### src/rtl/dmem_arbiter.sv
`default_nettype none
// +----------------------------------------------------------------------------+
// | Module      : dmem_arbiter                                                 |
// | Description : Two-port valid/ready arbiter for a single data memory. One   |
// |               request in flight: IDLE -> ACCESS -> RESP, registered reply. |
// |               Define DMEM_ARB_ROUND_ROBIN_EN for round-robin arbitration;  |
// |               otherwise port 0 has fixed priority.                         |
// | Revision    : 1.0  initial release                                         |
// +----------------------------------------------------------------------------+
module dmem_arbiter #(
  parameter int ADDR_WIDTH = 10
) (
  input  logic                  clk_i,
  input  logic                  rst_i,
  input  logic                  p0_req_valid_i,
  output logic                  p0_req_ready_o,
  input  logic                  p0_we_i,
  input  logic [ADDR_WIDTH-1:0] p0_addr_i,
  input  logic [31:0]           p0_wdata_i,
  input  logic [2:0]            p0_funct3_i,
  output logic                  p0_rsp_valid_o,
  input  logic                  p0_rsp_ready_i,
  output logic [31:0]           p0_rdata_o,
  output logic                  p0_rsp_err_o,
  input  logic                  p1_req_valid_i,
  output logic                  p1_req_ready_o,
  input  logic                  p1_we_i,
  input  logic [ADDR_WIDTH-1:0] p1_addr_i,
  input  logic [31:0]           p1_wdata_i,
  input  logic [2:0]            p1_funct3_i,
  output logic                  p1_rsp_valid_o,
  input  logic                  p1_rsp_ready_i,
  output logic [31:0]           p1_rdata_o,
  output logic                  p1_rsp_err_o,
  output logic                  mem_r_en_o,
  output logic                  mem_wr_en_o,
  output logic [ADDR_WIDTH-1:0] mem_addr_o,
  output logic [31:0]           mem_wr_data_o,
  output logic [2:0]            mem_funct3_o,
  input  logic [31:0]           mem_r_data_i
);

  typedef enum logic [1:0] {
    ST_IDLE   = 2'd0,
    ST_ACCESS = 2'd1,
    ST_RESP   = 2'd2
  } state_t;

  state_t                r_state;
  state_t                w_next_state;
  logic                  r_gnt;
  logic                  r_we;
  logic [ADDR_WIDTH-1:0] r_addr;
  logic [31:0]           r_wdata;
  logic [2:0]            r_funct3;
  logic [31:0]           r_rdata;
  logic                  r_err;

  logic                  w_any_valid;
  logic                  w_gnt;
  logic                  w_accept;
  logic                  w_sel_we;
  logic [ADDR_WIDTH-1:0] w_sel_addr;
  logic [31:0]           w_sel_wdata;
  logic [2:0]            w_sel_funct3;
  logic                  w_illegal;

`ifdef DMEM_ARB_ROUND_ROBIN_EN
  logic                  r_last;

  // Contention goes to the port that did not win last time.
  always_comb begin
    w_any_valid = p0_req_valid_i | p1_req_valid_i;
    if (p0_req_valid_i && p1_req_valid_i) begin
      w_gnt = ~r_last;
    end else begin
      w_gnt = p1_req_valid_i;
    end
  end

  always_ff @(posedge clk_i or posedge rst_i) begin
    if (rst_i) begin
      r_last <= 1'b1;
    end else if (w_accept) begin
      r_last <= w_gnt;
    end
  end
`else
  always_comb begin
    w_any_valid = p0_req_valid_i | p1_req_valid_i;
    w_gnt       = ~p0_req_valid_i;
  end
`endif

  assign w_sel_we     = w_gnt ? p1_we_i     : p0_we_i;
  assign w_sel_addr   = w_gnt ? p1_addr_i   : p0_addr_i;
  assign w_sel_wdata  = w_gnt ? p1_wdata_i  : p0_wdata_i;
  assign w_sel_funct3 = w_gnt ? p1_funct3_i : p0_funct3_i;
  assign w_accept     = (r_state == ST_IDLE) && w_any_valid;

  always_comb begin
    w_illegal = 1'b1;
    case (w_sel_funct3)
      3'd0, 3'd1, 3'd2: w_illegal = 1'b0;
      3'd4, 3'd5:       w_illegal = w_sel_we;
      default:          w_illegal = 1'b1;
    endcase
  end

  always_ff @(posedge clk_i or posedge rst_i) begin
    if (rst_i) begin
      r_state <= ST_IDLE;
    end else begin
      r_state <= w_next_state;
    end
  end

  always_comb begin
    w_next_state   = r_state;
    p0_req_ready_o = 1'b0;
    p1_req_ready_o = 1'b0;
    p0_rsp_valid_o = 1'b0;
    p1_rsp_valid_o = 1'b0;
    p0_rdata_o     = '0;
    p1_rdata_o     = '0;
    p0_rsp_err_o   = 1'b0;
    p1_rsp_err_o   = 1'b0;
    mem_r_en_o     = 1'b0;
    mem_wr_en_o    = 1'b0;
    mem_addr_o     = '0;
    mem_wr_data_o  = '0;
    mem_funct3_o   = '0;
    case (r_state)
      ST_IDLE: begin
        p0_req_ready_o = w_any_valid & ~w_gnt;
        p1_req_ready_o = w_any_valid & w_gnt;
        if (w_any_valid) begin
          w_next_state = w_illegal ? ST_RESP : ST_ACCESS;
        end
      end
      ST_ACCESS: begin
        mem_r_en_o    = ~r_we;
        mem_wr_en_o   = r_we;
        mem_addr_o    = r_addr;
        mem_wr_data_o = r_wdata;
        mem_funct3_o  = r_funct3;
        w_next_state  = ST_RESP;
      end
      ST_RESP: begin
        if (r_gnt) begin
          p1_rsp_valid_o = 1'b1;
          p1_rdata_o     = r_rdata;
          p1_rsp_err_o   = r_err;
          if (p1_rsp_ready_i) w_next_state = ST_IDLE;
        end else begin
          p0_rsp_valid_o = 1'b1;
          p0_rdata_o     = r_rdata;
          p0_rsp_err_o   = r_err;
          if (p0_rsp_ready_i) w_next_state = ST_IDLE;
        end
      end
      default: w_next_state = ST_IDLE;
    endcase
  end

  // Read data is cleared on accept so stores and illegal requests reply with 0.
  always_ff @(posedge clk_i or posedge rst_i) begin
    if (rst_i) begin
      r_gnt    <= 1'b0;
      r_we     <= 1'b0;
      r_addr   <= '0;
      r_wdata  <= '0;
      r_funct3 <= '0;
      r_rdata  <= '0;
      r_err    <= 1'b0;
    end else if (w_accept) begin
      r_gnt    <= w_gnt;
      r_we     <= w_sel_we;
      r_addr   <= w_sel_addr;
      r_wdata  <= w_sel_wdata;
      r_funct3 <= w_sel_funct3;
      r_rdata  <= '0;
      r_err    <= w_illegal;
    end else if (r_state == ST_ACCESS) begin
      r_rdata  <= r_we ? 32'd0 : mem_r_data_i;
    end
  end

endmodule
`default_nettype wire

### config.mk
export PLATFORM = sky130hd
export DESIGN_NAME = dmem_arbiter
export DESIGN_NICKNAME = d
export VERILOG_FILES = /design/src/rtl/dmem_arbiter.sv
export SDC_FILE = /design/constraint.sdc
export NUM_CORES = 1
export LEC_CHECK = 0
export CAP_MARGIN = 20
export CORE_MARGIN = 1
export CORE_UTILIZATION = 42
export CTS_BUF_LIST = sky130_fd_sc_hd__clkbuf_16
export CTS_CLUSTER_SIZE = 30
export DETAILED_ROUTE_END_ITERATION = 6
export PLACE_DENSITY = 0.85
export SLEW_MARGIN = 20
export SYNTH_ARGS = -nofsm -noshare
export SYNTH_HDL_FRONTEND = slang
export SYNTH_SLANG_ARGS = --single-unit
### constraint.sdc
create_clock -name clk_i -period 5 [get_ports clk_i]
set_input_delay 1 -clock clk_i [delete_from_list [all_inputs] [get_ports clk_i]]
set_output_delay 1 -clock clk_i [all_outputs]
set_load 0.01 [all_outputs]
# Word level (Yosys, flattened, before mapping)
# Index checks and enable logic that the tools add are counted.
# totals
reg_bits,82
in_bits,130
output_inout_bits,117
word_cells,62
# classes
n_eq_ne,9
muxes,33
bitwise,5
n_reduce_logical,7
# op_table
cell,n
32-bit two-way mux,9
10-bit two-way mux,2
1-bit two-way mux,13
2-bit two-way mux,5
3-bit equality test (second input constant),2
3-bit two-way mux,2
3-bit != test (second input constant),2
2-bit one-hot mux with 3 select lines,1
3-bit by 1-bit equality test with 1-bit output (second input constant),1
3-bit by 2-bit equality test with 1-bit output (second input constant),1
3-bit zero test,1
3-bit AND reduction,1
3-bit OR reduction,1
1-bit bitwise AND,2
2-bit by 1-bit equality test with 1-bit output (second input constant),1
2-bit equality test (second input constant),1
2-bit zero test,1
2-bit != test (second input constant),1
1-bit inverter,2
1-bit one-hot mux with 2 select lines,1
2-bit nonzero test,1
2-bit OR reduction,1
1-bit logical AND,1
1-bit bitwise OR,1

# Logic depth before layout (Yosys ltp)
# depth
depth_word,7
mapped_depth,7
depth_no_buf,3

# Worst setup path before layout
# OpenSTA, ideal clock, no wires.
# synth_path
path_type,input to output
from,input port p0_req_valid_i
to,output port p1_req_ready_o
t_arrival_ns,1.916
required_time_ns,4.000
path_slack_ns,2.084
stages,6
n_path_buf,3
cell_sequence,buf_2 > or2_4 > and2_4 > buf_6 > buf_6 > nor2b_1
# synth_via
elab_chain_cells,3
word_cells_on_any_way,4
classes_between,mux (1); bitwise (3)
# synth_lines
item,line_no,rtl
"start, declared",15,"input logic p0_req_valid_i,"
1-bit bitwise OR / 1-bit inverter (equally long branches),"90, 91",
1-bit bitwise AND (*),136,p1_req_ready_o = w_any_valid & w_gnt;
1-bit two-way mux (*),133,case (r_state)
"end, declared",26,"output logic p1_req_ready_o,"
# Every way passes the cells marked *; elsewhere a longest branch is shown, timed or not.

# Worst setup path in the final report
# layout_path
from,input port p1_req_valid_i
to,output port p1_req_ready_o
# layout_via
elab_chain_cells,3
# layout_lines
item,line_no,rtl
"start, declared",25,"input logic p1_req_valid_i,"
1-bit bitwise OR,90,w_any_valid = p0_req_valid_i | p1_req_valid_i;
1-bit bitwise AND,136,
1-bit two-way mux,133,
# No other way between the ends.

==> impl_metrics.env <==
export IMPL_power_share_sequential_pct=35.6
export IMPL_via_count=4128
export IMPL_clkTransAtPathRegs_ns=0.06
export IMPL_postSynthAreaPerCell_sq_um=10.28
export IMPL_insertion_delay_ns=0.33
export IMPL_portBuffers=246
export IMPL_htree_levels=3
export IMPL_crit_top_cell="clkdlybuf4s50_1"
export IMPL_yosysWarningCount=0
export IMPL_clkPwrFrac_pct=24.9
export IMPL_relSlewSlack_pct=34.86
export IMPL_drtPass1Iterations=4
export IMPL_status="completed"
export IMPL_pre_cts_ws_ns=1.108
export IMPL_critPathBufInv=2
export IMPL_post_cts_setup_buffers=0
export IMPL_cp_max_fo=48
export IMPL_power_density_nw_per_um2=414.9
export IMPL_internal_power_uw=1979
export IMPL_worstSetupPathDepth=5
export IMPL_drcViolationCount=0
export IMPL_diodes=0
export IMPL_leakage_uw=0.003026
export IMPL_grt_start_max_net_pins=52
export IMPL_grt_pass1_vias=4156
export IMPL_syn_nets=558
export IMPL_async_reset_ff_share_pct=100.0
export IMPL_clockBufferDepth=2
export IMPL_setup_viol=0
export IMPL_area_growth_syn_to_layout_pct=64.52
export IMPL_final_cell_mix="clkdlybuf4s50_1, and2_1, dfrtp_1, a21oi_1, mux2i_1"
export IMPL_fin_crit_ns=3.907
export IMPL_whs_path_depth=2
export IMPL_cts_buffers=9
export IMPL_grt_usage_pct=25.14
export IMPL_reg2regPathDepth=4
export IMPL_grt_pass1_wl_um=21690
export IMPL_fp_row_count=36
export IMPL_final_common_cell="clkdlybuf4s50_1"
export IMPL_die_w_um=104.3
export IMPL_crit_type="input port to output pin"
export IMPL_critical_path_slowest_cell="clkdlybuf4s50_1"
export IMPL_slew_viol_final=0
export IMPL_final_setup_worst_slack_ns=1.093
export IMPL_slowest_delay_ns=0.55
export IMPL_finalCritPeriodShare_pct=78.13
export IMPL_ctsHoldBuffers=0
export IMPL_ys_flop_type="dfrtp_1"
export IMPL_dieArea_sq_um=10880
export IMPL_crit_family="buffers and inverters"
export IMPL_antenna_left=0
export IMPL_cp_cell_sequence="clkdlybuf4s50_1 > or2_4 > and2_4 > nor2b_1 > clkdlybuf4s50_1"
export IMPL_avgViaCountPerCell=5.219
export IMPL_die_h_um=104.3
export IMPL_rsz0062_at_grt="no"
export IMPL_hold_viol=0
export IMPL_wire_per_inst_um=16.90
export IMPL_core_area_sq_um=9955
export IMPL_drt_iter0_drc=135
export IMPL_ir_worst_vdd_uv=224.2
export IMPL_start_kind="input port"
export IMPL_wl_um=13370
export IMPL_tritoncts="built"
export IMPL_cp_arrival_ns=2.91
export IMPL_cp_end_kind="output pin"
export IMPL_ios=247
export IMPL_grt_overflow=0
export IMPL_netlist_instances=428
export IMPL_cts_sinks=82
export IMPL_max_cap_violations=0
export IMPL_final_nets=783
export IMPL_start_util_pct=44.18
export IMPL_skew_ns=0.002572
export IMPL_root_buffer="clkbuf_16"
export IMPL_place_hpwl_um=9666
export IMPL_hp_class="flip-flop to flip-flop"
export IMPL_synth_edf_count=0
export IMPL_power_frac_comb_pct=39.5
export IMPL_synth_area_sq_um=4398
export IMPL_yosysSeqAreaShare_pct=46.66
export IMPL_switching_share_pct=34.09
export IMPL_tns_ns=0
export IMPL_cts_resized=0
export IMPL_drive_above_1_share_pct=8.207
export IMPL_ys_ff_latch=82
export IMPL_synth_distinct_cells=28
export IMPL_antenna_found_initial=0
export IMPL_tightest_slew_ns=0.9771
export IMPL_fmax_mhz=256.0
export IMPL_gp_congestion=0.7996
export IMPL_crit_required_ns=4.00
export IMPL_switchingPower_uw=1023
==> cells by family (layout without fill, tap and decap cells) <==
| group | count (synthesis) | after routing | share of synthesized area [%] |
|---|---|---|---|
| buffers and inverters | 41 | 271 | 4.694 |
| muxes | 46 | 46 | 10.50 |
| DFF | 82 | 82 | 46.66 |
| and+or+nand+nor | 129 | 129 | 18.41 |
| AOI/OAI and AO/OA | 130 | 130 | 19.74 |
==> final timing paths <==
check	startpoint	to	slack (ns)
min in group asynchronous	rst_i	r_rdata[24]$_DFFE_PP0P_	1.15
setup / recovery	p1_req_valid_i	p1_req_ready_o	1.09
hold reg to reg	r_addr[2]$_DFFE_PP0P_	r_addr[2]$_DFFE_PP0P_	0.51
hold / removal	r_addr[2]$_DFFE_PP0P_	r_addr[2]$_DFFE_PP0P_	0.51
setup reg to reg	r_state[1]$_DFFE_PP0P_	r_funct3[2]$_DFFE_PP0P_	2.91
max in group asynchronous	rst_i	r_gnt$_DFFE_PP0P_	2.89
==> synth_stat cells, types with 2 or more instances <==
library cell	instances	area share (%)
and2_1	113	16
dfrtp_1	82	47
a21oi_1	71	8.1
mux2i_1	45	10
a22o_1	32	6.4
a21oi_2	20	4.0
clkbuf_1	18	1.5
buf_2	15	1.7
buf_6	4	1.0
nor2_1	4	0.34
nor2b_1	4	0.57
a31oi_1	2	0.28
a32oi_1	2	0.40
buf_1	2	0.17
==> per-stage QoR <==
| stage | utilization [%] | instance area [sq um] | cells | power, uW | hold slack, ns |
|---|---|---|---|---|---|
| after floorplan | - | 4398 | 428 | 1747 | 0.4720 |
| after global placement | 69.24 | 6893 | 775 | 2222 | 0.4919 |
| after detailed placement | 69.24 | 6893 | 775 | 2272 | 0.4988 |
| after CTS | 72.69 | 7236 | 791 | 3032 | 0.5138 |
| after global routing | 72.69 | 7236 | 791 | 3191 | 0.5334 |
| final | 72.69 | 7236 | 791 | 3002 | 0.5105 |
==> worst register-to-register path: stages (launching register included) <==
cell and delay (ns):
dfrtp_1 0.46, nor2_4 0.38, and2_4 0.23, buf_4 0.50, mux2_2 0.41
==> metal layers <==
layer,routed length (um),vias up,global-route usage (%)
met5,0,-,0
met4,232,0,9.082
met3,754,22,4.637
met2,6926,174,44.13
met1,5451,2000,30.59
li1,-,1932,-
==> power by group through the flow <==
stage / Clock, uW / Sequential, uW / Combinational, uW
after floorplan: 0 / 1010 / 733
after global placement: 0 / 1060 / 1170
after detailed placement: 0 / 1080 / 1200
after CTS: 762 / 1070 / 1200
after global routing: 787 / 1100 / 1300
final: 748 / 1070 / 1190
==> layout make-up <==
type | instances | area, sq um
Clock buffer | 9 | 225.2
Clock inverter | 7 | 117.6
Fill cell | 749 | 2719
Inverter | 1 | 5.005
Multi-Input combinational cell | 305 | 2152
Sequential cell | 82 | 2052
Tap cell | 133 | 166.4
Timing Repair Buffer | 254 | 2517
==> sequential cells by signal, summed over array words and instances, names as in the netlist <==
register / count
r_addr: 10
r_err: 1
r_funct3: 3
r_gnt: 1
r_rdata: 32
r_state: 2
r_wdata: 32
r_we: 1
No activity file was read; power rests on OpenSTA's default activity.
